**config.mk**
```make
export PLATFORM = sky130hd
export DESIGN_NAME = expression_stack
export DESIGN_NICKNAME = d
export VERILOG_FILES = /design/src/rtl/stack_pkg.sv /design/src/rtl/es_regfile.sv /design/src/rtl/expression_stack.sv
export SDC_FILE = /design/constraint.sdc
export NUM_CORES = 1
export LEC_CHECK = 0
export CORE_MARGIN = 4
export CORE_UTILIZATION = 45
export CTS_CLUSTER_DIAMETER = 30
export CTS_CLUSTER_SIZE = 30
export DETAILED_ROUTE_END_ITERATION = 7
export MAX_ROUTING_LAYER = met4
export PLACE_DENSITY = 0.62
export SLEW_MARGIN = 20
export SYNTH_ARGS = -nofsm -noshare
export SYNTH_HDL_FRONTEND = slang
export SYNTH_SLANG_ARGS = --single-unit
```
**constraint.sdc**
```tcl
create_clock -name CLK -period 6.22 [get_ports CLK]
set_clock_uncertainty 0.2 [all_clocks]
set_input_delay 0.933 -clock CLK [delete_from_list [all_inputs] [get_ports CLK]]
set_output_delay 0.933 -clock CLK [all_outputs]
set_load 0.01 [all_outputs]
```
**src/rtl/stack_pkg.sv**
```systemverilog
// rtl/stack_pkg.sv - shared expression stack op encodings and default sizes
package stack_pkg;

    localparam int ES_WIDTH_DEF = 16;
    localparam int ES_DEPTH_DEF = 16;

    typedef enum logic [1:0] {
        ES_PUSH = 2'b00,
        ES_POP  = 2'b01,
        ES_DUP  = 2'b10,
        ES_REPL = 2'b11
    } es_op_t;

endpackage

```
**src/rtl/es_regfile.sv**
```systemverilog
// rtl/es_regfile.sv - circular stack storage, one write port, reads at depth 0/1/dup relative to pointer
module es_regfile #(
    parameter int WIDTH = 16,
    parameter int DEPTH = 16
) (
    input  logic                       clk,
    input  logic [$clog2(DEPTH)-1:0]   ptr,
    input  logic                       wr_en,
    input  logic [$clog2(DEPTH)-1:0]   wr_addr,
    input  logic [WIDTH-1:0]           wr_data,
    input  logic                       swap_en,
    input  logic [1:0]                 dup_num,
    output logic [WIDTH-1:0]           top_data,
    output logic [WIDTH-1:0]           second_data,
    output logic [WIDTH-1:0]           dup_data
);

    localparam int PW = $clog2(DEPTH);

    logic [WIDTH-1:0] mem [DEPTH];
    logic [PW-1:0]    top_idx;
    logic [PW-1:0]    second_idx;
    logic [PW-1:0]    dup_idx;

    // ptr names the next free slot, so depth d lives at ptr-1-d; modulo
    // arithmetic on PW bits makes the wrap transparent.
    assign top_idx    = ptr - PW'(1);
    assign second_idx = ptr - PW'(2);
    assign dup_idx    = ptr - PW'(1) - PW'(dup_num);

    assign top_data    = mem[top_idx];
    assign second_data = mem[second_idx];
    assign dup_data    = mem[dup_idx];

    // Storage update: swap the top pair for flip, otherwise the single write port.
    // Contents are intentionally not reset.
    always_ff @(posedge clk) begin
        if (swap_en) begin
            mem[top_idx]    <= mem[second_idx];
            mem[second_idx] <= mem[top_idx];
        end else if (wr_en) begin
            mem[wr_addr] <= wr_data;
        end
    end

endmodule

```
**src/rtl/expression_stack.sv**
```systemverilog
// rtl/expression_stack.sv - expression stack top: legality, pointer/count, sticky flags (EXPR_STACK_STATUS_EN)
module expression_stack
    import stack_pkg::*;
#(
    parameter int WIDTH = ES_WIDTH_DEF,
    parameter int DEPTH = ES_DEPTH_DEF
) (
    input  logic                     CLK,
    input  logic                     Reset,
    input  logic                     ESAct,
    input  logic [1:0]               ESOp,
    input  logic                     popAmt,
    input  logic [1:0]               dupNum,
    input  logic                     flip,
    input  logic [WIDTH-1:0]         pushData,
    input  logic                     errClr,
    output logic [WIDTH-1:0]         top,
    output logic [WIDTH-1:0]         second,
    output logic [$clog2(DEPTH):0]   count,
    output logic                     full,
    output logic                     empty,
    output logic                     ovf,
    output logic                     unf
);

    localparam int PW = $clog2(DEPTH);
    localparam int CW = PW + 1;

    logic [PW-1:0]    ptr_q, ptr_d;
    logic [CW-1:0]    count_q, count_d;
    logic             wr_en;
    logic [PW-1:0]    wr_addr;
    logic [WIDTH-1:0] wr_data;
    logic             swap_en;
    logic             ovf_evt;
    logic             unf_evt;
    logic [WIDTH-1:0] top_data;
    logic [WIDTH-1:0] second_data;
    logic [WIDTH-1:0] dup_data;
    logic             full_w;
    logic [CW-1:0]    n_pop;
    logic [PW-1:0]    n_ptr;
    logic [CW-1:0]    dup_cnt;

    es_regfile #(
        .WIDTH (WIDTH),
        .DEPTH (DEPTH)
    ) u_regfile (
        .clk         (CLK),
        .ptr         (ptr_q),
        .wr_en       (wr_en),
        .wr_addr     (wr_addr),
        .wr_data     (wr_data),
        .swap_en     (swap_en),
        .dup_num     (dupNum),
        .top_data    (top_data),
        .second_data (second_data),
        .dup_data    (dup_data)
    );

    assign full_w  = (count_q == CW'(DEPTH));
    assign n_pop   = popAmt ? CW'(2) : CW'(1);
    assign n_ptr   = popAmt ? PW'(2) : PW'(1);
    assign dup_cnt = CW'(dupNum);

    assign count  = count_q;
    assign full   = full_w;
    assign empty  = (count_q == '0);
    assign top    = (count_q >= CW'(1)) ? top_data : '0;
    assign second = (count_q >= CW'(2)) ? second_data : '0;

    // Decode the stack-control word; an illegal op raises its error event and changes nothing.
    always_comb begin
        ptr_d   = ptr_q;
        count_d = count_q;
        wr_en   = 1'b0;
        wr_addr = ptr_q;
        wr_data = pushData;
        swap_en = 1'b0;
        ovf_evt = 1'b0;
        unf_evt = 1'b0;
        if (ESAct) begin
            if (flip) begin
                if (count_q >= CW'(2)) begin
                    swap_en = 1'b1;
                end else begin
                    unf_evt = 1'b1;
                end
            end else begin
                case (ESOp)
                    ES_PUSH: begin
                        if (full_w) begin
                            ovf_evt = 1'b1;
                        end else begin
                            wr_en   = 1'b1;
                            ptr_d   = ptr_q + PW'(1);
                            count_d = count_q + CW'(1);
                        end
                    end
                    ES_POP: begin
                        if (count_q >= n_pop) begin
                            ptr_d   = ptr_q - n_ptr;
                            count_d = count_q - n_pop;
                        end else begin
                            unf_evt = 1'b1;
                        end
                    end
                    ES_DUP: begin
                        ovf_evt = full_w;
                        unf_evt = (count_q <= dup_cnt);
                        if (!full_w && (count_q > dup_cnt)) begin
                            wr_en   = 1'b1;
                            wr_data = dup_data;
                            ptr_d   = ptr_q + PW'(1);
                            count_d = count_q + CW'(1);
                        end
                    end
                    ES_REPL: begin
                        if (count_q >= n_pop) begin
                            wr_en   = 1'b1;
                            wr_addr = ptr_q - n_ptr;
                            ptr_d   = ptr_q - n_ptr + PW'(1);
                            count_d = count_q - CW'(popAmt);
                        end else begin
                            unf_evt = 1'b1;
                        end
                    end
                    default: begin
                    end
                endcase
            end
        end
    end

    // Pointer and count registers.
    always_ff @(posedge CLK or negedge Reset) begin
        if (!Reset) begin
            ptr_q   <= '0;
            count_q <= '0;
        end else begin
            ptr_q   <= ptr_d;
            count_q <= count_d;
        end
    end

`ifdef EXPR_STACK_STATUS_EN
    logic ovf_q;
    logic unf_q;

    // Sticky error flags; a new error in the same cycle as errClr wins.
    always_ff @(posedge CLK or negedge Reset) begin
        if (!Reset) begin
            ovf_q <= 1'b0;
            unf_q <= 1'b0;
        end else begin
            ovf_q <= ovf_evt | (ovf_q & ~errClr);
            unf_q <= unf_evt | (unf_q & ~errClr);
        end
    end

    assign ovf = ovf_q;
    assign unf = unf_q;
`else
    logic unused_status;
    assign unused_status = &{1'b0, errClr, ovf_evt, unf_evt};
    assign ovf = 1'b0;
    assign unf = 1'b0;
`endif

endmodule
```
Word-level counts from Yosys, hierarchy flattened:

Memories as Yosys holds them, arrays and structs flattened.
Index checks and enable logic that the tools add are counted.

* $add $sub $neg: 9
* order comparisons: 4
* equality and inequality tests: 8
* muxes and demuxes: 38
* bitwise logic cells: 1
* reductions and logical operators: 7

Operators by type and width (count)
* 16-bit 2-to-1 mux: 7
* 4-bit 2-to-1 mux: 8
* 5-bit 2-to-1 mux: 4
* 5-bit one-hot mux with 4 select lines: 1
* 4-bit one-hot mux with 4 select lines: 1
* 16-bit OR reduction: 1
* 1-bit 2-to-1 mux: 14
* 4-bit by 1-bit adder with 4-bit output (second input constant): 2
* 2-bit != test (second input constant): 4
* 4-bit by 2-bit subtractor with 4-bit output: 2
* 6-bit AND reduction: 1
* 5-bit by 1-bit adder with 5-bit output (second input constant): 1
* 5-bit == test (second input constant): 1
* 5-bit by 1-bit greater-or-equal comparator with 1-bit output (second input constant): 1
* 5-bit by 2-bit greater-or-equal comparator with 1-bit output: 1
* 5-bit by 2-bit greater-or-equal comparator with 1-bit output (second input constant): 1
* 5-bit by 2-bit > comparator with 1-bit output: 1
* 5-bit zero test: 1
* 5-bit AND reduction: 1
* 5-bit by 1-bit subtractor with 5-bit output: 1
* 5-bit by 2-bit subtractor with 5-bit output: 1
* 2-bit == test (second input constant): 2
* 2-bit 2-to-1 mux: 2
* 4-bit by 1-bit subtractor with 4-bit output (second input constant): 1
* other kinds (7): 7

* flip-flop bits (word level): 9
* memory bits (writable): 256
* input port bits: 26
* output and inout port bits: 41
* logic and storage cells: 70
* memories: 1

Memory list
* u_regfile.mem: words 16, bits a word 16, rd ports 3, clocked after Yosys merged registers in 0, wr ports 2, line es_regfile.sv:20 `logic [WIDTH-1:0] mem [DEPTH];`

Logic depth before layout (Yosys ltp):

* depth after elaboration: 12
* gate-level depth with buffers: 18
* gate-level depth less buffers: 12

Cells and area by module:

A second synthesis with hierarchy kept.

* cells, all modules: 1487
* area total of the unflattened synthesis: 18825.6 sq um

Modules (own cells, without submodules)
* es_regfile: instances 1, cells an instance 1276, area each 17172.7 sq um, seq. area each 7687.4 sq um
* expression_stack: instances 1, cells an instance 211, area each 1652.8 sq um, seq. area each 225.2 sq um

Least setup slack after synthesis:

Ideal clock, no wire load.

* path kind: reg2reg
* start point: reg ptr_q[1]
* end point: mem u_regfile.mem[0][14] (data pin)
* setup time: 0.275 ns
* arrival time: 4.289 ns
* data required time: 5.745 ns
* path slack: 1.456 ns
* cell stages (with the launch flop): 17
* buffers on the path: 6
* period minus slack after synthesis: 4.764 ns
* cell sequence: dfrtp_1 -> clkbuf_1 -> buf_2 -> buf_1 -> inv_1 -> ha_1 -> buf_2 -> buf_2 -> inv_1 -> ha_1 -> nor2b_1 -> nor3_2 -> xnor2_2 -> mux4_2 -> a221oi_4 -> buf_6 -> a21oi_1

RTL lines
* start: declaration: line expression_stack.sv:29 `logic [PW-1:0] ptr_q, ptr_d;`
* start signal: assignment: line expression_stack.sv:141 `ptr_q <= ptr_d;`
* end: declaration: line es_regfile.sv:20

Final worst setup path:

* start point: reg ptr_q[0]
* end point: out top[11]

* word-level cells in the longest chain between the ends: 3

RTL lines
* 4-bit by 1-bit subtractor with 4-bit output: line es_regfile.sv:27 `assign top_idx = ptr - PW'(1);`
* memory read 16 x 16 bit
* 16-bit 2-to-1 mux: line expression_stack.sv:69 `assign top = (count_q >= CW'(1)) ? top_data : '0;`
* end: declaration: line expression_stack.sv:17 `output logic [WIDTH-1:0] top,`

Every way passes these cells.

==> impl_metrics.env <==
export IMPL_outcome="finished clean"
export IMPL_tritoncts="yes"
export IMPL_drive_above_1_share=0.285
export IMPL_top_layer_used="met4"
export IMPL_worst_ep_required_time_ns=5.09
export IMPL_die_w_um=217
export IMPL_grt_usage=0.297
export IMPL_cp_cell_sequence="buf_4, a21boi_2, xnor2_2, nand2_1, buf_4, o221ai_2, nor2_1, clkdlybuf4s50_1"
export IMPL_r2r_setup_slack_ns=1.19
export IMPL_wl_per_cell_um=30.0
export IMPL_fillers=3565
export IMPL_multi_input_area_sq_mm=0.0108
export IMPL_yosys_area_top_type_share=0.392
export IMPL_antenna_found_initial=0
export IMPL_synth_most_common_cell="nand2_1"
export IMPL_startpoint="ptr_q[0]$_DFFE_PN0P_"
export IMPL_crit_slowest_cell="o221ai_2"
export IMPL_crit_family="buffers and inverters"
export IMPL_dieArea_sq_mm=0.0470
export IMPL_cpPeakStageDelay_ns=0.80
export IMPL_start_util=0.456
export IMPL_hpwlAfterDp_mm=41.9
export IMPL_hold_violations=0
export IMPL_period_share=0.936
export IMPL_synthTopCellsByCount="311 x nand2_1, 256 x edfxtp_1, 220 x o211ai_1, 203 x mux4_2, 88 x nand3_1"
export IMPL_ys_warn_count=0
export IMPL_crit_buf_inv=3
export IMPL_syn_inst=1616
export IMPL_path_clk_slew_ns=0.04
export IMPL_drc=0
export IMPL_cts_resized_gates=0
export IMPL_final_max_slew_viol_count=0
export IMPL_ys_seq_area_frac=0.403
export IMPL_place_area_sq_mm=0.0208
export IMPL_numCtsBuffers=68
export IMPL_crit_fanout=34
export IMPL_core_sq_mm=0.0431
export IMPL_cp_start_kind="flip-flop"
export IMPL_holdCritStartpoint="count[4]$_DFFE_PN0P_"
export IMPL_io_pins=67
export IMPL_r2r_start="ptr_q[1]$_DFFE_PN0P_"
export IMPL_grt_max_degree=52
export IMPL_cp_common_cell="buf_4"
export IMPL_stdcell_area_sq_mm=0.0231
export IMPL_clock_latency_ns=0.58
export IMPL_clockRootBuffer="clkbuf_16"
export IMPL_seq_area_sq_mm=0.00792
export IMPL_crit_arrival_ns=4.69
export IMPL_overflow=0
export IMPL_setup_violations=0
export IMPL_drt_antenna_violating_nets=0
export IMPL_ys_ff_latch=265
export IMPL_num_vias=16000
export IMPL_worstSetupEndpointType="output port"
export IMPL_tns_ns=0
export IMPL_dieHeight_um=217
export IMPL_clock_sinks=265
export IMPL_grt_pass1_vias=15400
export IMPL_fp_row_count=76
export IMPL_synth_top_area_cell="edfxtp_1"
export IMPL_area_delta_synth_final_pct=17.6
export IMPL_min_period_ns=5.82
export IMPL_netlist_area_sq_mm=0.0196
export IMPL_maxCapViolations=0
export IMPL_met3_length_mm=9.80
export IMPL_min_path_type="flip-flop to flip-flop"
export IMPL_syn_area_per_cell_sq_um=12.1
export IMPL_diodes=0
export IMPL_drt_iter0_drc=2430
export IMPL_crit_type="flip-flop to output port"
export IMPL_cts_setup_buffers=0
export IMPL_fmax_mhz=172
export IMPL_dr_pass1_iters=6
export IMPL_gp_congestion=0.895
export IMPL_worst_pin_slew_ns=1.24
export IMPL_vias_per_cell=6.98
export IMPL_synth_area_top_cells="edfxtp_1 39%, mux4_2 23%, o211ai_1 8.4%"
export IMPL_grt_setup_unrepaired="false"
export IMPL_clk_path_buf_depth=3
export IMPL_slew_headroom=0.170
export IMPL_cts_htree_levels=3
export IMPL_routed_wirelength_mm=68.6
export IMPL_fin_nets=1701
export IMPL_synthArstFlopShare=0.0340
export IMPL_synth_edff_count=256
export IMPL_synth_ff_type="edfxtp_1"
export IMPL_cts_hold_buffers=0
export IMPL_grt_pass1_wl_mm=101
export IMPL_portBuffers=63
export IMPL_synth_distinct_cells=62
export IMPL_wl_met1_mm=25.7
export IMPL_dr_wl_met2_mm=30.5
## worst paths after layout
| kind | endpoint | cells after the start |
|---|---|---|
| max | top[11] | 8 |
| min | count[4]$_DFFE_PN0P_ | 1 |
| max reg2reg | u_regfile.mem[15][14]$_DFFE_PP_ | 7 |
| min reg2reg | count[4]$_DFFE_PN0P_ | 1 |
| max in group asynchronous | ptr_q[0]$_DFFE_PN0P_ | 1 |
| min in group asynchronous | count[1]$_DFFE_PN0P_ | 1 |
## layout make-up
type                            count  share of cell area
Tap cell                          585              0.0317
Timing Repair Buffer              151              0.0574
Clock buffer                       80              0.0784
Multi-Input combinational cell   1150               0.468
Clock inverter                     41              0.0190
Sequential cell                   265               0.343
Inverter                           15             0.00244
## state kept, by name, summed over array words and instances, names as in the netlist
register       cells
count              5
ptr_q              4
u_regfile.mem    256
## kinds of logic after synthesis
logic type               Yosys count  synth area share
AND/OR/NAND/NOR                  519             0.115
AO/OA/AOI/OAI                    374             0.157
flip-flops                       265             0.403
multiplexers                     212             0.242
buffers and inverters            202            0.0563
adder cells (fa/ha/maj)           24            0.0168
XOR/XNOR                          19           0.00963
other                              1          0.000191
## layer usage
layer	vias to the layer above	global-route usage
met3	201	0.0822
met4	0	0.119
met2	1327	0.433
met5	-	-
li1	6575	-
met1	7854	0.399
## through the flow
| stage | utilization | setup WS, ns | hold slack (ns) | std cells |
|---|---|---|---|---|
| global route | 0.536 | 0.158 | 0.511 | 2287 |
| floorplan | - | 1.46 | 0.364 | 1617 |
| finish | 0.536 | 0.400 | 0.486 | 2287 |
| CTS | 0.535 | 0.409 | 0.481 | 2286 |
| global placement | 0.483 | 0.985 | 0.461 | 2165 |
| detailed placement | 0.483 | 0.977 | 0.467 | 2165 |
## cell usage in the layout, fill, tap and decap left out, types with 5 or more instances in the layout
cell type | Yosys | layout
nand2_1 | 311 | 311
edfxtp_1 | 256 | 256
o211ai_1 | 220 | 220
mux4_2 | 203 | 203
nand3_1 | 88 | 88
buf_4 | 26 | 85
clkbuf_16 | 0 | 71
clkdlybuf4s50_1 | 0 | 63
nor2_1 | 60 | 60
o21ai_0 | 42 | 27
a21oi_1 | 24 | 24
o211ai_2 | 20 | 20
ha_1 | 20 | 18
and4_1 | 16 | 16
o21ai_2 | 0 | 16
o221ai_2 | 15 | 15
o31ai_4 | 15 | 15
inv_1 | 14 | 14
a31oi_1 | 13 | 12
clkinv_1 | 0 | 12
clkinv_2 | 0 | 10
nand4_1 | 9 | 9
clkbuf_1 | 69 | 9
nor3_1 | 8 | 8
bufinv_16 | 0 | 8
xnor2_1 | 10 | 7
dfrtp_1 | 9 | 7
clkinvlp_4 | 0 | 6
nor2b_1 | 5 | 5
mux4_1 | 5 | 5
Power is left out: the tool's default activity adds up to more than one toggle a clock period on the data nets, which glitch-free logic cannot reach.
